$ cat config.mk
export PLATFORM = sky130hd
export DESIGN_NAME = noc_rsp_rx
export DESIGN_NICKNAME = d
export VERILOG_FILES = /design/src/rtl/noc_pkg.sv /design/src/rtl/rx_byte_fifo.sv /design/src/rtl/noc_rsp_rx.sv
export SDC_FILE = /design/constraint.sdc
export NUM_CORES = 1
export LEC_CHECK = 0
export BUFFER_PORTS_ARGS = -buffer_cell sky130_fd_sc_hd__buf_2
export CORE_MARGIN = 3
export CORE_UTILIZATION = 56
export CTS_CLUSTER_DIAMETER = 40
export CTS_CLUSTER_SIZE = 12
export DETAILED_ROUTE_END_ITERATION = 16
export PLACE_DENSITY = 0.83
export RECOVER_POWER = 50
export SETUP_SLACK_MARGIN = 0.3
export SLEW_MARGIN = 10
export SYNTH_ARGS = -nofsm -noshare
export SYNTH_HDL_FRONTEND = slang
export SYNTH_HIERARCHICAL = 1
export SYNTH_SLANG_ARGS = --single-unit
$ cat constraint.sdc
create_clock -name clk -period 4.95 [get_ports clk]
set_input_delay 0.2475 -clock clk [delete_from_list [all_inputs] [get_ports clk]]
set_output_delay 0.2475 -clock clk [all_outputs]
set_load 0.02 [all_outputs]
$ cat src/rtl/noc_pkg.sv
// noc_pkg: shared opcodes, descriptor/FSM enums and per-type body lengths for the NOC response receiver
package noc_pkg;
  localparam logic [2:0] OP_RD_RSP = 3'b011;
  localparam logic [2:0] OP_WR_RSP = 3'b100;
  localparam logic [2:0] OP_MSG = 3'b101;
  localparam logic [8:0] HDR_BODY_LEN = 9'd3;
  localparam logic [8:0] WR_BODY_LEN = 9'd4;
  localparam logic [8:0] MSG_BODY_LEN = 9'd5;
  typedef enum logic [1:0] {RSP_RD = 2'd0, RSP_WR = 2'd1, RSP_MSG = 2'd2} rsp_type_e;
  typedef enum logic [2:0] {S_IDLE, S_DEST, S_SRC, S_LEN, S_DATA, S_STAT, S_RSVD} state_e;
  function automatic logic [8:0] body_len(rsp_type_e t, logic [7:0] len);
    return t == RSP_RD ? HDR_BODY_LEN + {1'b0, len} : t == RSP_WR ? WR_BODY_LEN : MSG_BODY_LEN;
  endfunction
endpackage

$ cat src/rtl/rx_byte_fifo.sv
// rx_byte_fifo: {last,data} byte FIFO with a registered output stage counted in the DEPTH capacity
module rx_byte_fifo #(
  parameter int DEPTH = 64
) (
  input  logic       clk,
  input  logic       reset,
  input  logic       push,
  input  logic [8:0] din,
  input  logic       rd_ready,
  output logic       full,
  output logic       empty,
  output logic [8:0] dout
);
  localparam int AW = $clog2(DEPTH);
  logic [AW-1:0] wptr_q, wptr_d, rptr_q, rptr_d;
  logic [AW:0] cnt_q, cnt_d;
  logic [8:0] dout_q, dout_d;
  logic valid_q, valid_d;
  logic [8:0] mem [DEPTH];
  logic pop, wr_ok, load, mem_empty, bypass, mem_wr, rd_mem;
  always_comb begin
    full = cnt_q == (AW+1)'(DEPTH);
    empty = cnt_q == '0;
    pop = valid_q && rd_ready;
    wr_ok = push && !full;
    load = !valid_q || pop;
    mem_empty = cnt_q == (AW+1)'(valid_q);
    // an empty FIFO forwards straight into the output stage so data shows one cycle after push
    bypass = load && mem_empty;
    mem_wr = wr_ok && !bypass;
    rd_mem = load && !mem_empty;
    valid_d = load ? (!mem_empty || wr_ok) : valid_q;
    dout_d = rd_mem ? mem[rptr_q] : (bypass && wr_ok) ? din : dout_q;
    rptr_d = rptr_q + AW'(rd_mem);
    wptr_d = wptr_q + AW'(mem_wr);
    cnt_d = cnt_q + (AW+1)'(wr_ok) - (AW+1)'(pop);
    dout = dout_q;
  end
  always_ff @(posedge clk) if (mem_wr) mem[wptr_q] <= din;
  always_ff @(posedge clk or posedge reset) begin
    if (reset) begin
      wptr_q <= '0;
      rptr_q <= '0;
      cnt_q <= '0;
      dout_q <= '0;
      valid_q <= 1'b0;
    end else begin
      wptr_q <= wptr_d;
      rptr_q <= rptr_d;
      cnt_q <= cnt_d;
      dout_q <= dout_d;
      valid_q <= valid_d;
    end
  end
endmodule

$ cat src/rtl/noc_rsp_rx.sv
// noc_rsp_rx: parses the NOC response byte stream into a held descriptor and a read-data byte stream
module noc_rsp_rx
  import noc_pkg::*;
#(
  parameter int DATA_DEPTH = 64
) (
  input  logic       clk,
  input  logic       reset,
  input  logic       noc_from_dev_ctl,
  input  logic [7:0] noc_from_dev_data,
  output logic       rsp_valid,
  output logic [1:0] rsp_type,
  output logic [7:0] rsp_dest,
  output logic [7:0] rsp_src,
  output logic [7:0] rsp_len,
  output logic [7:0] rsp_status,
  input  logic       rsp_ready,
  output logic       rd_valid,
  output logic [7:0] rd_data,
  output logic       rd_last,
  input  logic       rd_ready,
  output logic       err_proto,
  output logic [7:0] drop_cnt,
  output logic       ovf
);
  state_e state_q, state_d;
  rsp_type_e ptype_q, ptype_d, op_type, rsp_type_q, rsp_type_d;
  logic [7:0] dest_q, dest_d, src_q, src_d, len_q, len_d, stat_q, stat_d, len_cur;
  logic [8:0] cnt_q, cnt_d;
  logic [7:0] rsp_dest_q, rsp_dest_d, rsp_src_q, rsp_src_d, rsp_len_q, rsp_len_d, rsp_status_q, rsp_status_d;
  logic [7:0] drop_q, drop_d;
  logic rsp_valid_q, rsp_valid_d, err_q, err_d, ovf_q, ovf_d;
  logic hdr, body, op_ok, active, done, acc, load, push, fifo_full, fifo_empty;
  logic [2:0] op;
  logic [8:0] fifo_dout;
  always_comb begin
    hdr = noc_from_dev_ctl && noc_from_dev_data != 8'd0;
    body = !noc_from_dev_ctl;
    op = noc_from_dev_data[2:0];
    op_ok = op == OP_RD_RSP || op == OP_WR_RSP || op == OP_MSG;
    op_type = op == OP_RD_RSP ? RSP_RD : op == OP_WR_RSP ? RSP_WR : RSP_MSG;
    active = body && state_q != S_IDLE;
    len_cur = state_q == S_LEN ? noc_from_dev_data : len_q;
    done = active && cnt_q + 9'd1 == body_len(ptype_q, len_cur);
    err_d = (hdr && (state_q != S_IDLE || !op_ok)) || (body && state_q == S_IDLE);
    state_d = state_q;
    ptype_d = ptype_q;
    cnt_d = cnt_q;
    dest_d = dest_q;
    src_d = src_q;
    len_d = len_q;
    stat_d = stat_q;
    // a header always restarts parsing, aborting any packet in flight
    if (hdr) begin
      state_d = op_ok ? S_DEST : S_IDLE;
      ptype_d = op_ok ? op_type : ptype_q;
      cnt_d = '0;
    end else if (active) begin
      cnt_d = cnt_q + 9'd1;
      dest_d = state_q == S_DEST ? noc_from_dev_data : dest_q;
      src_d = state_q == S_SRC ? noc_from_dev_data : src_q;
      len_d = state_q == S_LEN ? noc_from_dev_data : len_q;
      stat_d = state_q == S_STAT ? noc_from_dev_data : stat_q;
      state_d = done ? S_IDLE :
                state_q == S_DEST ? S_SRC :
                state_q == S_SRC ? S_LEN :
                state_q == S_LEN ? (ptype_q == RSP_RD ? S_DATA : S_STAT) :
                state_q == S_STAT ? S_RSVD : state_q;
    end
    push = active && state_q == S_DATA;
    acc = rsp_valid_q && rsp_ready;
    load = done && (!rsp_valid_q || acc);
    rsp_valid_d = load || (rsp_valid_q && !acc);
    rsp_type_d = load ? ptype_q : rsp_type_q;
    rsp_dest_d = load ? dest_q : rsp_dest_q;
    rsp_src_d = load ? src_q : rsp_src_q;
    rsp_len_d = load ? len_cur : rsp_len_q;
    rsp_status_d = !load ? rsp_status_q : ptype_q == RSP_RD ? 8'd0 :
                   state_q == S_STAT ? noc_from_dev_data : stat_q;
    drop_d = (done && !load && drop_q != 8'hFF) ? drop_q + 8'd1 : drop_q;
    ovf_d = ovf_q || (push && fifo_full);
  end
  always_ff @(posedge clk or posedge reset) begin
    if (reset) begin
      state_q <= S_IDLE;
      ptype_q <= RSP_RD;
      cnt_q <= '0;
      dest_q <= '0;
      src_q <= '0;
      len_q <= '0;
      stat_q <= '0;
      rsp_valid_q <= 1'b0;
      rsp_type_q <= RSP_RD;
      rsp_dest_q <= '0;
      rsp_src_q <= '0;
      rsp_len_q <= '0;
      rsp_status_q <= '0;
      err_q <= 1'b0;
      drop_q <= '0;
      ovf_q <= 1'b0;
    end else begin
      state_q <= state_d;
      ptype_q <= ptype_d;
      cnt_q <= cnt_d;
      dest_q <= dest_d;
      src_q <= src_d;
      len_q <= len_d;
      stat_q <= stat_d;
      rsp_valid_q <= rsp_valid_d;
      rsp_type_q <= rsp_type_d;
      rsp_dest_q <= rsp_dest_d;
      rsp_src_q <= rsp_src_d;
      rsp_len_q <= rsp_len_d;
      rsp_status_q <= rsp_status_d;
      err_q <= err_d;
      drop_q <= drop_d;
      ovf_q <= ovf_d;
    end
  end
  rx_byte_fifo #(.DEPTH(DATA_DEPTH)) u_fifo (
    .clk(clk),
    .reset(reset),
    .push(push),
    .din({done, noc_from_dev_data}),
    .rd_ready(rd_ready),
    .full(fifo_full),
    .empty(fifo_empty),
    .dout(fifo_dout)
  );
  assign rsp_valid = rsp_valid_q;
  assign rsp_type = rsp_type_q;
  assign rsp_dest = rsp_dest_q;
  assign rsp_src = rsp_src_q;
  assign rsp_len = rsp_len_q;
  assign rsp_status = rsp_status_q;
  assign rd_valid = !fifo_empty;
  assign rd_data = fifo_dout[7:0];
  assign rd_last = fifo_dout[8];
  assign err_proto = err_q;
  assign drop_cnt = drop_q;
  assign ovf = ovf_q;
endmodule

==> impl_metrics.yaml, run 1 <==
synth:
  synth_edf_count: 576
  ys_async_sr_fraction_pct: 17.2
  ys_seq_area_share_pct: 70.0
  syn_inst: 1633
  synth_warnings: 6
  synthTopCellsByArea: "edfxtp_1, dfrtp_1, mux4_2, mux4_1, mux2i_1"
  synth_most_common_cell: "edfxtp_1"
  syn_area_sq_um: 29000
  synth_area_leader_cell: "edfxtp_1"
  synth_top_area_share_pct: 59.7
  synth-main-ff-cell: "edfxtp_1"
  synth.top_cells.by_count: "edfxtp_1, dfrtp_1, nor2_1, nand2_1, mux4_2"
  synth_nets: 1661
  ys_types: 83
  ys_ff_latch: 696
  avgSynthCellArea_sq_um: 17.7
routing:
  drt-total-wl_um: 71600
  vias: 16400
  drcViolationCount: 1
  antenna_left: 0
  first_pass_iters: 12
  drt-initial-drc-count: 2108
  vias_per_cell: 6.66
  wl_per_cell_um: 29.0
status:
  outcome: "finished with violations"
  violations: "DRC, capacitance limit, slew limit"
final_layout:
  final_cell_area_sq_um: 32400
  area_delta_synth_final_pct: 11.7
  fin_nets: 1760
  final_cells: 2468
  layout-drive-gt1-share_pct: 18.8
  regMostFlops: "u_fifo/mem"
  largest_reg_flops: 576
  fin_util_pct: 63.9
worst_setup_path:
  critPathRequiredTime_ps: 5190
  cp-start-kind: "flip-flop"
  end_kind: "flip-flop"
  critPathMaxFanout: 10
  cp.arrival_ps: 4500
  criticalPathCategory: "reg -> reg"
power_and_ir_drop:
  cellPowerDensity_nw_per_um2: 547
  leakage_nw: 11.1
  ir_drop_uv: 413
  total_power_mw: 17.7
grt:
  grt_max_degree: 71
  grtUsageMet3_pct: 6.56
  grt_pass1_vias: 16800
  grt_pass1_wl_um: 107000
  top_usage_layer: "met2"
  antenna_found_initial: 6
  grt.overflow.total: 0
  grt_usage_pct: 26.8
  grtUsageMet1_pct: 34.1
  use_met2_pct: 43.4
floorplan:
  start_util_pct: 57.2
  core_region_area_sq_um: 50700
  die_height_um: 233
  die_w_um: 233
  die_area_sq_um: 54500
  pin_count: 68
  rows: 82
job:
  cap_violations: 10
timing:
  fin_ws_ps: 696
  fmax_mhz: 235
  setup-tns-final_ps: 0
  fin_crit_ps: 4250
  slew_headroom_pct: -139
  finalSetupViolCount: 0
  slew_viol_final: 533
  tightest_slew_ps: 3590
  timing.hold.ws_ps: 52.0
  rsz0062_at_grt: "false"
  skew_ps: 31.3
  fin_crit_sh_pct: 85.9
  finalHoldViolCount: 0
clock_tree:
  cts_tree: "yes"
  cts_root_buf: "clkbuf_16"
  clk_latency_ps: 640
  cts_made_buffers: 86
  post_cts_buffers: 0
  clkSlewWorstSetupHoldPaths_ps: 60
  cts.sink_count: 696
  htree_levels: 3
  cts_buffer_depth: 3
place:
  dp_hpwl_um: 41700
  io_buffer_count: 67
  place_area_sq_um: 29600
  place_ws_ps: 1200
  dp.cells: 2314
  place.gp.congestion: 0.922
worst_hold_path:
  hold_class: "in -> reg"
==> final timing paths <==
kind | depth (start not counted) | from | slack, ps | to
worst max-delay path | 5 | state_q[0] | 700 | u_fifo/mem[6][2]
worst min-delay path | 2 | noc_from_dev_ctl | 50 | ptype_q[0]
worst max register to register | 5 | state_q[0] | 700 | u_fifo/mem[6][2]
worst min register to register | 1 | ovf | 480 | ovf
max in group asynchronous | 4 | reset | 2380 | len_q[5]
min in group asynchronous | 3 | reset | 570 | src_q[3]
==> layer usage <==
layer / up-vias / wire [um]
li1: 6695 / -
met1: 8292 / 25600
met2: 1151 / 34700
met3: 296 / 7410
met4: 2 / 3890
met5: - / 11
==> critical path, stage by stage, from the launching register on <==
cell     delay (ps)
dfrtp_1         500
nor4b_1         660
o21ai_0         520
nor3_1          510
nand3_1         750
nor2_1          930
==> cells in the final DEF, fill, tap and decap left out, types with 26 or more instances in the layout <==
cell type  count
edfxtp_1     576
mux2_2        53
nor2_1       107
mux2_4        29
a21oi_1       33
clkbuf_1      87
nand2_1       84
nand3_1       26
mux2i_1       62
mux4_1        43
clkbuf_16     89
mux4_2        67
dfrtp_1      117
==> cell families after synthesis <==
kind of cell | synth area share (%)
compound gates | 4.71
xor+xnor | 1.35
fa+ha+maj | 0.673
buf+inv | 3.02
flops | 70.0
mux | 14.9
simple gates | 5.35
==> power breakdown <==
part / internal, mW / switching, mW
Sequential: 6.65 / 0.546
Combinational: 1.84 / 2.53
Clock: 3.64 / 2.50
==> area by class of cell <==
| cell class | count | area, sq um |
|---|---|---|
| antenna | 2 | 5.00 |
| clock buffer | 103 | 2310 |
| clock inverter | 47 | 512 |
| fill | 3284 | 18300 |
| inverter | 20 | 76.3 |
| multi-input combinational | 825 | 7820 |
| sequential | 696 | 20300 |
| tap | 672 | 841 |
| timing repair buffer | 103 | 495 |
==> what timing repair did <==
| action | CTS | global route |
|---|---|---|
| hold buffers | 2 | 0 |
| endpoints found under the hold margin | 68 | 0 |
| resized for setup | 0 | 0 |
No activity file was read; power rests on OpenSTA's default activity.
==> inputs of run 2 (changes only) <==
--- a/config.mk
+++ b/config.mk
@@ -11,10 +11,10 @@
 export CTS_CLUSTER_DIAMETER = 40
 export CTS_CLUSTER_SIZE = 12
 export DETAILED_ROUTE_END_ITERATION = 16
+export MAX_ROUTING_LAYER = met4
 export PLACE_DENSITY = 0.83
 export RECOVER_POWER = 50
 export SETUP_SLACK_MARGIN = 0.3
-export SLEW_MARGIN = 10
 export SYNTH_ARGS = -nofsm -noshare
 export SYNTH_HDL_FRONTEND = slang
 export SYNTH_HIERARCHICAL = 1
==> run 2 against run 1 <==
  * The run ends with capacitance limit, slew limit left
  * Power up 1.5%
  * Routed wire length up 0.96%
  * Cell count up 0.49%
  * Sequential power down 1%
  * Non-clock buffer count up 4
  * Die area unchanged
  * Critical path depth unchanged
  * First-iteration DRC count down 1.2%
  * Critical path type unchanged
  * Critical endpoint is now u_fifo/mem[22][7]
  * Largest power group unchanged
  * Highest routed layer is now met4
==> impl_metrics.yaml, run 2 (synthesis results as in run 1) <==
timing:
  fin_crit_sh_pct: 86.2
  slew_headroom_pct: -134
  skew_ps: 40.1
  fin_ws_ps: 685
  fin_crit_ps: 4260
  rsz0062_at_grt: "false"
  finalHoldViolCount: 0
  timing.hold.ws_ps: 82.6
  fmax_mhz: 234
  setup-tns-final_ps: 0
  tightest_slew_ps: 3500
  slew_viol_final: 470
  finalSetupViolCount: 0
routing:
  drt-total-wl_um: 72200
  drt-initial-drc-count: 2083
  antenna_left: 0
  drcViolationCount: 0
  wl_per_cell_um: 29.1
  vias: 16400
  first_pass_iters: 6
  vias_per_cell: 6.63
floorplan:
  pin_count: 68
  rows: 82
  core_region_area_sq_um: 50700
  die_w_um: 233
  start_util_pct: 57.2
  die_height_um: 233
  die_area_sq_um: 54500
status:
  violations: "capacitance limit, slew limit"
  outcome: "finished with violations"
final_layout:
  regMostFlops: "u_fifo/mem"
  seqCellArea_sq_um: 20300
  layout_commonest_cell: "edfxtp_1"
  fillers: 3245
  layout_common_cells: "edfxtp_1, dfrtp_1, nor2_1"
  area_delta_synth_final_pct: 12.3
  multiInputGateArea_sq_um: 7820
  largest_reg_flops: 576
  layout-drive-gt1-share_pct: 19.5
  fin_nets: 1765
power_and_ir_drop:
  leakage_nw: 11.2
  ir_drop_uv: 398
  cellPowerDensity_nw_per_um2: 553
  total_power_mw: 18.0
grt:
  grt_pass1_vias: 16400
  grt_max_degree: 73
  use_met2_pct: 43.8
  grt_pass1_wl_um: 107000
  grtUsageMet1_pct: 35.2
  grtUsageMet3_pct: 6.84
  top_usage_layer: "met2"
  grt.overflow.total: 0
  antenna_found_initial: 4
  grt_usage_pct: 27.8
worst_hold_path:
  hold_class: "in -> reg"
  min_delay_path_depth: 5
worst_setup_path:
  path_cells: "nor4b_1 -> o21ai_0 -> nor3_1 -> nand3_1 -> nor2_1"
  r2r_slack_ps: 690
  worst-r2r-cell-count: 5
  crit_path_start: "state_q[0]"
  worst_r2r_endpoint: "u_fifo/mem[22][7]"
  critPathMaxFanout: 10
  critPathRequiredTime_ps: 5210
  cp-start-kind: "flip-flop"
  end_kind: "flip-flop"
  criticalPathCategory: "reg -> reg"
  cpPeakStageDelay_ps: 940
  cp-endpoint: "u_fifo/mem[22][7]"
  cp.arrival_ps: 4530
  crit_slowest_cell: "nor2_1"
  r2r_start: "state_q[0]"
clock_tree:
  post_cts_resized: 0
  cts.sink_count: 696
  cts_made_buffers: 87
  clkSlewWorstSetupHoldPaths_ps: 50
  cts_tree: "yes"
  cts_buffer_depth: 3
  clk_latency_ps: 650
  htree_levels: 3
  cts_root_buf: "clkbuf_16"
job:
  cap_violations: 10
place:
  place.gp.congestion: 0.931
  place_ws_ps: 1270
  io_buffer_count: 67
  dp_hpwl_um: 42600
-- run 2: changes by cell type in the layout (fill, tap and decap cells not counted), moves of 3 or more --
cell,previous run,this run
buf_4,20,26
bufinv_16,5,8
clkinv_4,10,2
clkinv_2,7,14
clkbuf_8,3,6
-- run 2: metrics by stage --
stage / cell area [sq um] / utilization (%) / cells
after floorplan: 29000 / - / 1633
after global placement: 29700 / 58.5 / 2318
after detailed placement: 29700 / 58.5 / 2318
after CTS: 32700 / 64.4 / 2479
after global routing: 32500 / 64.2 / 2480
final: 32500 / 64.2 / 2480
-- run 2: worst max-delay path: cells and delay by family, from the launching register on --
| family | cells | cell delay [ps] |
|---|---|---|
| compound gates | 1 | 520 |
| simple gates | 4 | 2880 |
| flops | 1 | 480 |
-- run 2: worst min-delay path by stage --
stage / from / endpoint
after floorplan: reset / u_fifo/cnt_q[0]
after global placement: reset / rsp_dest[7]
after detailed placement: reset / u_fifo/cnt_q[3]
after CTS: noc_from_dev_data[0] / ptype_q[0]
after global routing: rsp_ready / rsp_valid
final: rsp_ready / drop_cnt[4]
-- run 2: final cells by class --
type                    count  area share (%)
well taps                 672            2.58
clock inverters            54            1.99
repair buffers            107            1.59
flip-flops and latches    696            62.4
diodes                      1         0.00769
clock buffers             105            7.15
multi-input cells         825            24.0
inverters                  20           0.235
-- run 2: power breakdown --
part	switching [mW]	internal, mW	total, mW
combinational	2.63	1.84	4.46
sequential	0.463	6.65	7.12
clock	2.57	3.84	6.40
total	5.66	12.3	18.0
-- run 2: repair_timing --
item,in CTS,in global routing
endpoints found under the hold margin,70,0
setup buffers,0,0
hold buffers,2,0
-- run 2: layer usage --
metal | part of all wire (%) | vias to the layer above
met5 | 0 | -
met2 | 49 | 1145
met4 | 4.7 | 0
met1 | 35 | 8332
li1 | - | 6708
met3 | 11 | 261
